[config.mk]
export PLATFORM = sky130hd
export DESIGN_NAME = reset_sequencer
export DESIGN_NICKNAME = d
export VERILOG_FILES = /design/src/rtl/reset_sequencer.sv
export SDC_FILE = /design/constraint.sdc
export NUM_CORES = 1
export LEC_CHECK = 0
export ABC_CLOCK_PERIOD_IN_PS = 3150
export BUFFER_PORTS_ARGS = -buffer_cell sky130_fd_sc_hd__buf_4
export CAP_MARGIN = 30
export CELL_PAD_IN_SITES_DETAIL_PLACEMENT = 1
export CELL_PAD_IN_SITES_GLOBAL_PLACEMENT = 2
export CORE_MARGIN = 8
export CORE_UTILIZATION = 36
export DETAILED_ROUTE_END_ITERATION = 12
export GPL_TIMING_DRIVEN = 1
export PLACE_DENSITY = 0.77
export SYNTH_ARGS = -nofsm -noshare
export SYNTH_HDL_FRONTEND = slang
export SYNTH_SLANG_ARGS = --single-unit
[constraint.sdc]
create_clock -name clock -period 3.15 [get_ports clock]
set_clock_uncertainty 0.2 [all_clocks]
set_input_delay 0.63 -clock clock [delete_from_list [all_inputs] [get_ports clock]]
set_output_delay 0.63 -clock clock [all_outputs]
set_load 0.005 [all_outputs]
[src/rtl/reset_sequencer.sv]
// Per-clock-domain reset sequencer: releases STAGES subsystem resets in order, waiting for each
// stage's ready acknowledge, retrying on timeout and latching a fault when retries run out.
module reset_sequencer #(
    parameter int unsigned STAGES         = 4,
    parameter int unsigned HOLD_CYCLES    = 16,
    parameter int unsigned GAP_CYCLES     = 8,
    parameter int unsigned TIMEOUT_CYCLES = 1024,
    parameter int unsigned MAX_RETRIES    = 3
) (
    input  logic              clock,
    input  logic              areset_n,
    input  logic              reset_req,
    input  logic [STAGES-1:0] stage_ready,
    output logic [STAGES-1:0] stage_reset,
    output logic              sys_ready,
    output logic              fault,
    output logic [3:0]        retry_count,
    output logic [2:0]        state_code
);

    localparam int unsigned HoldW = $clog2(HOLD_CYCLES + 1);
    localparam int unsigned GapW  = $clog2(GAP_CYCLES + 1);
    localparam int unsigned TmoW  = $clog2(TIMEOUT_CYCLES + 1);
    localparam int unsigned IdxW  = (STAGES > 1) ? $clog2(STAGES) : 1;

    typedef enum logic [2:0] {
        StHold  = 3'd0,
        StGap   = 3'd1,
        StWait  = 3'd2,
        StDone  = 3'd3,
        StFault = 3'd4
    } state_e;

    state_e            state_q;
    logic [HoldW-1:0]  hold_cnt_q;
    logic [GapW-1:0]   gap_cnt_q;
    logic [TmoW-1:0]   tmo_cnt_q;
    logic [IdxW-1:0]   idx_q;

    assign state_code = state_q;

    always_ff @(posedge clock or negedge areset_n) begin
        if (!areset_n) begin
            state_q     <= StHold;
            stage_reset <= '1;
            sys_ready   <= 1'b0;
            fault       <= 1'b0;
            retry_count <= '0;
            idx_q       <= '0;
            hold_cnt_q  <= '0;
            gap_cnt_q   <= '0;
            tmo_cnt_q   <= '0;
        end else if (reset_req) begin
            state_q     <= StHold;
            stage_reset <= '1;
            sys_ready   <= 1'b0;
            fault       <= 1'b0;
            retry_count <= '0;
            idx_q       <= '0;
            hold_cnt_q  <= '0;
            gap_cnt_q   <= '0;
            tmo_cnt_q   <= '0;
        end else begin
            unique case (state_q)
                StHold: begin
                    if (hold_cnt_q == HoldW'(HOLD_CYCLES - 1)) begin
                        hold_cnt_q <= '0;
                        gap_cnt_q  <= '0;
                        idx_q      <= '0;
                        state_q    <= StGap;
                    end else begin
                        hold_cnt_q <= hold_cnt_q + 1'b1;
                    end
                end
                StGap: begin
                    if (gap_cnt_q == GapW'(GAP_CYCLES - 1)) begin
                        gap_cnt_q          <= '0;
                        stage_reset[idx_q] <= 1'b0;
                        tmo_cnt_q          <= '0;
                        state_q            <= StWait;
                    end else begin
                        gap_cnt_q <= gap_cnt_q + 1'b1;
                    end
                end
                StWait: begin
                    // A ready sample on the timeout edge still counts as success.
                    if (stage_ready[idx_q]) begin
                        if (idx_q == IdxW'(STAGES - 1)) begin
                            sys_ready   <= 1'b1;
                            retry_count <= '0;
                            state_q     <= StDone;
                        end else begin
                            idx_q     <= idx_q + 1'b1;
                            gap_cnt_q <= '0;
                            state_q   <= StGap;
                        end
                    end else if (tmo_cnt_q == TmoW'(TIMEOUT_CYCLES - 1)) begin
                        stage_reset <= '1;
                        idx_q       <= '0;
                        tmo_cnt_q   <= '0;
                        hold_cnt_q  <= '0;
                        if (retry_count < 4'(MAX_RETRIES)) begin
                            retry_count <= retry_count + 4'd1;
                            state_q     <= StHold;
                        end else begin
                            fault   <= 1'b1;
                            state_q <= StFault;
                        end
                    end else begin
                        tmo_cnt_q <= tmo_cnt_q + 1'b1;
                    end
                end
                StDone: begin
                    // Loss of any ready is a spontaneous drop, not a retry.
                    if (!(&stage_ready)) begin
                        sys_ready   <= 1'b0;
                        stage_reset <= '1;
                        idx_q       <= '0;
                        hold_cnt_q  <= '0;
                        state_q     <= StHold;
                    end
                end
                StFault: begin
                    fault       <= 1'b1;
                    stage_reset <= '1;
                    sys_ready   <= 1'b0;
                end
                default: begin
                    stage_reset <= '1;
                    sys_ready   <= 1'b0;
                    idx_q       <= '0;
                    hold_cnt_q  <= '0;
                    state_q     <= StHold;
                end
            endcase
        end
    end

endmodule

; Yosys cells after proc, flatten, opt, wreduce, memory -nomap -nowiden
; Index checks and enable logic that the tools add are counted.
[totals]
ff_bits = 35
latch_bits = 0
ramBits = 0
mem_bits_ro = 0
input_bits = 7
word_cells = 122
mem_count = 0
[classes]
addsub = 5
n_mul = 0
n_div = 0
magnitude_cmp = 3
eq_ne = 24
shifts = 0
muxes = 59
bitwise_logic = 2
reduce_logical = 20
[op_table]
columns = operator, n
row1 = two-way mux 4 bit, 16
row2 = two-way mux 11 bit, 4
row3 = "inequality test 3 bit, second input constant", 9
row4 = two-way mux 5 bit, 5
row5 = AND reduction 4 bit, 6
row6 = case mux 11 bit (2 select lines), 1
row7 = two-way mux 3 bit, 7
row8 = case mux 5 bit (4 select lines), 1
row9 = case mux 4 bit (4 select lines), 1
row10 = case mux 3 bit (5 select lines), 1
row11 = AND reduction 5 bit, 3
row12 = two-way mux 2 bit, 7
row13 = case mux 4 bit (3 select lines), 1
row14 = nonzero test 3 bit, 4
row15 = "adder 11 x 1 -> 11 bit, second input constant", 1
row16 = "equality test 11 x 10 -> 1 bit, second input constant", 1
row17 = two-way mux 1 bit, 10
row18 = "adder 4 x 1 -> 4 bit, second input constant", 2
row19 = "inequality test 4 bit, second input constant", 2
row20 = case mux 2 bit (4 select lines), 1
row21 = "equality test 3 x 2 -> 1 bit, second input constant", 2
row22 = "adder 5 x 1 -> 5 bit, second input constant", 1
row23 = "equality test 5 x 4 -> 1 bit, second input constant", 1
row24 = AND 4 bit, 1
row25 = 22 further kinds, 25

; Logic depth before layout (Yosys ltp)
[depth]
word_depth = 9
ltp_mapped = 7
ltp_nobuf = 6

; Least setup slack after synthesis
; OpenSTA, ideal clock, no wires.
[synth_timing]
path_type = input to register
startpoint = input port stage_ready[3]
endpoint = register tmo_cnt_q[4]
setup_ns = 0.083
t_arrival_ns = 2.059
required_ns = 2.867
path_slack_ns = 0.809
cell_stages = 5
path_cell_list = mux4_2 -> or3_1 -> buf_2 -> or3_1 -> o21ai_0
[synth_via]
elab_chain_len = 4
[synth_lines]
columns = element, line
row1 = "start, declared", 13  ; input logic [STAGES-1:0] stage_ready,
row2 = binary-select mux 1 bit (select 2 bit), 87  ; if (stage_ready[idx_q]) begin
row3 = two-way mux 1 bit (implied by the code), 87
row4 = inequality test 3 bit (no line), n/a
row5 = AND reduction 3 bit (no line), n/a
row6 = "end signal, assigned", 110  ; tmo_cnt_q <= tmo_cnt_q + 1'b1;
row7 = "end, declared", 37  ; logic [TmoW-1:0] tmo_cnt_q;
; No other way between the ends. The select of a mux whose other input is x is not followed.
; A chain may end at the register's enable or synchronous reset.

; Worst setup path in the final report
[layout_timing]
startpoint = register tmo_cnt_q[0]
endpoint = register hold_cnt_q[4]
[layout_via]
elab_chain_len = 3
[layout_lines]
columns = element, line
row1 = equality test 11 x 10 -> 1 bit, 97  ; end else if (tmo_cnt_q == TmoW'(TIMEOUT_CYCLES - 1)) begin
row2 = inequality test 3 bit (no line), n/a
row3 = AND reduction 4 bit (no line), n/a
row4 = "end signal, assigned", 72  ; hold_cnt_q <= hold_cnt_q + 1'b1;
row5 = "end, declared", 35  ; logic [HoldW-1:0] hold_cnt_q;
; No other way between the ends.

==> flow_summary.toml <==
[setup_path]
crit_path_max_incr_delay_ns = 0.50
endpoint_kind = "flip-flop"
cp_data_required_time_ns = 3.09
cp-startpoint = "tmo_cnt_q[0]$_DFFE_PN0P_"
critPathCapture = "hold_cnt_q[4]$_DFFE_PN0P_"
r2r-end = "hold_cnt_q[4]$_DFFE_PN0P_"
critical_path_class = "reg2reg"
crit_chain = "ha_1 -> nand3_1 -> nor4_4 -> a21oi_1 -> a21oi_1 -> a21boi_0"
startpoint_type = "flip-flop"
cpMostUsedCell = "a21oi_1"
r2r_setup_slack_ns = 0.66
path_depth = 6
cpLargestDelayFamily = "compound AO/OA/AOI/OAI gates"
critPathMaxFanout = 8
critical-path-slowest-cell = "nor4_4"
worstPathArrival_ns = 2.43
timing.rr.start = "tmo_cnt_q[0]$_DFFE_PN0P_"
path_buf_inv = 0
reg2reg_depth = 6

[logic_synthesis]
synth_nets = 221
netlist_instances = 206
synth_flop_cell = "dfrtp_1"
synth.distinct_cells = 48
async_flop_share_pct = 100
syn_avg_cell_area_um2 = 9.37
syn_area_um2 = 1930
synth_edf_count = 0
synth_seq_area_share_pct = 45.6
netlist_top_cells_area = "dfrtp_1, dfstp_2, ha_1"
yosys.area.top_type_share_pct = 40.2
synth_warnings = 0
yosysTopAreaCell = "dfrtp_1"
ys_ff_latch = 35

[power]
p_int_uw = 739
comb_power_share_pct = 15.5
leakage_uw = 0.000959
seqPwrFrac_pct = 49.9
p_per_area_nw_per_um2 = 459
power.share.clock_pct = 34.6
p_sw_share_pct = 28.5
irDropWorstVdd_mv = 0.281
p_sw_uw = 295

[detailed_routing]
antenna_left = 0
wl_per_cell_um = 16.9
totalWireLength_um = 5050
drc = 0
first_iter_violations = 25
num_vias = 1669
dr.pass1.iters = 4
routed_via_density = 5.58

[worst_hold_path]
hp-class = "in2async"

[grt]
antenna_found_initial = 0
gr-usage-met2_pct = 26.0
grt_max_degree = 36
grt_pass1_wl_um = 8830
busiest_layer = "met2"
grt_use_met1_pct = 15.7
grt_use_met3_pct = 3.03
grt_pass1_vias = 1849
overflow = 0
grt_use_total_pct = 14.3

[timing]
rsz0062_at_grt = "no"
post-route-min-period_ns = 2.49
hold_viol = 0
setup_viol = 0
clock.fmax_mhz = 402
tightest_slew_ns = 0.600
setup_ws_ns = 0.665
slew_headroom_pct = 59.9
finalCritPeriodShare_pct = 78.9
finalMaxSlewViolations = 0
holdWs_ns = 0.0894
fin_setup_tns_ns = 0

[floorplan]
io_pins = 20
rows = 26
fp.dieH_um = 89.2
start_util_pct = 37.6
die_area_um2 = 7960
core_um2 = 5140
die_x_um = 89.2

[run_status]
outcome = "complete, no violations"

[clocking]
insertion_delay_ns = 0.29
clock_path_buffers = 2
cts_tree = "done"
ctsHoldBuffers = 0
post_cts_buffers = 0
clk_pin_slew_worst_paths_ns = 0.07
root_buffer = "clkbuf_8"
cts_sinks = 35
h-tree-depth = 2
numCtsBuffers = 5
postCtsResizedCells = 0

[place]
gp_congestion = 0.769
dp_hpwl_um = 3840
post-place-ws_ns = 0.555
port_buffers = 19

[cells_and_area]
layout_commonest_cell = "dfrtp_1"
drive_gt1_share_pct = 18.8
antenna_cells = 0
mostFrequentLayoutCells = "dfrtp_1, buf_4, o21ai_0"
nets = 243
area_delta_synth_final_pct = 16.7

[flow_run]
maxCapViolCount = 0
## metrics by stage
step | power, uW | utilization, % | instance area [um2] | std cells
floorplan | 619 | - | 1930 | 206
finish | 1030 | 43.8 | 2250 | 299
global route | 1090 | 43.8 | 2250 | 299
detailed placement | 686 | 41.9 | 2150 | 291
CTS | 1050 | 43.8 | 2250 | 299
global placement | 676 | 41.9 | 2150 | 291
## cells by family after synthesis
| logic type | after synthesis | share of synthesized area [%] |
|---|---|---|
| multiplexers | 4 | 2.79 |
| flip-flops | 35 | 45.6 |
| AND/OR/NAND/NOR | 89 | 24.6 |
| AO/OA/AOI/OAI | 57 | 19.2 |
| buffers and inverters | 13 | 2.59 |
| adder cells (fa/ha/maj) | 8 | 5.18 |
## how the worst min path moves through the flow
stage                                   startpoint  slack, ns  cells past startpoint                          to
after floorplan                           areset_n       0.13                      0           fault$_DFFE_PN0P_
after global placement    tmo_cnt_q[9]$_DFFE_PN0P_       0.28                      1    tmo_cnt_q[9]$_DFFE_PN0P_
after detailed placement  tmo_cnt_q[9]$_DFFE_PN0P_       0.28                      1    tmo_cnt_q[9]$_DFFE_PN0P_
after CTS                                 areset_n       0.10                      1   hold_cnt_q[1]$_DFFE_PN0P_
after global routing                      areset_n       0.11                      1   hold_cnt_q[2]$_DFFE_PN0P_
final                                     areset_n       0.09                      1  retry_count[1]$_DFFE_PN0P_
## final cells by class
type                       count  area (um2)
clock buffer                   8         100
tap                           70        87.6
timing repair buffer          21         158
multi-input combinational    158        1000
fill                         637        2890
sequential                    35         881
inverter                       7        26.3
## power groups by stage
stage | registers [uW] | clock network, uW | logic, uW
4_1_cts | 515 | 369 | 164
3_3_place_gp | 521 | 0 | 155
2_1_floorplan | 504 | 0 | 115
6_report | 516 | 358 | 160
5_1_grt | 521 | 388 | 184
3_5_place_dp | 523 | 0 | 163
## per-layer routing
layer	wire (um)	vias up	share of wire, %
li1	-	799	-
met1	2160	846	43
met2	2700	15	53
met3	103	9	2.0
met4	88	0	1.7
met5	0	-	0
## flip-flops by register name, indices dropped and copies added (netlist names)
| register | cells |
|---|---|
| state_code | 3 |
| retry_count | 4 |
| fault | 1 |
| idx_q | 2 |
| gap_cnt_q | 4 |
| sys_ready | 1 |
| hold_cnt_q | 5 |
| stage_reset | 4 |
| tmo_cnt_q | 11 |
## cells in the mapped netlist, drive strengths merged (3+ instances only)
| library cell | instances |
|---|---|
| nor2b | 3 |
| inv | 7 |
| nand2 | 19 |
| a22o | 3 |
| and3 | 3 |
| clkbuf | 5 |
| nand3 | 14 |
| a31oi | 3 |
| ha | 8 |
| dfstp | 4 |
| or3 | 6 |
| nor3 | 8 |
| nor2 | 16 |
| o21ai | 19 |
| a21oi | 10 |
| a21o | 4 |
| nand2b | 6 |
| dfrtp | 31 |
| o21a | 3 |
No activity file was read; power rests on OpenSTA's default activity.
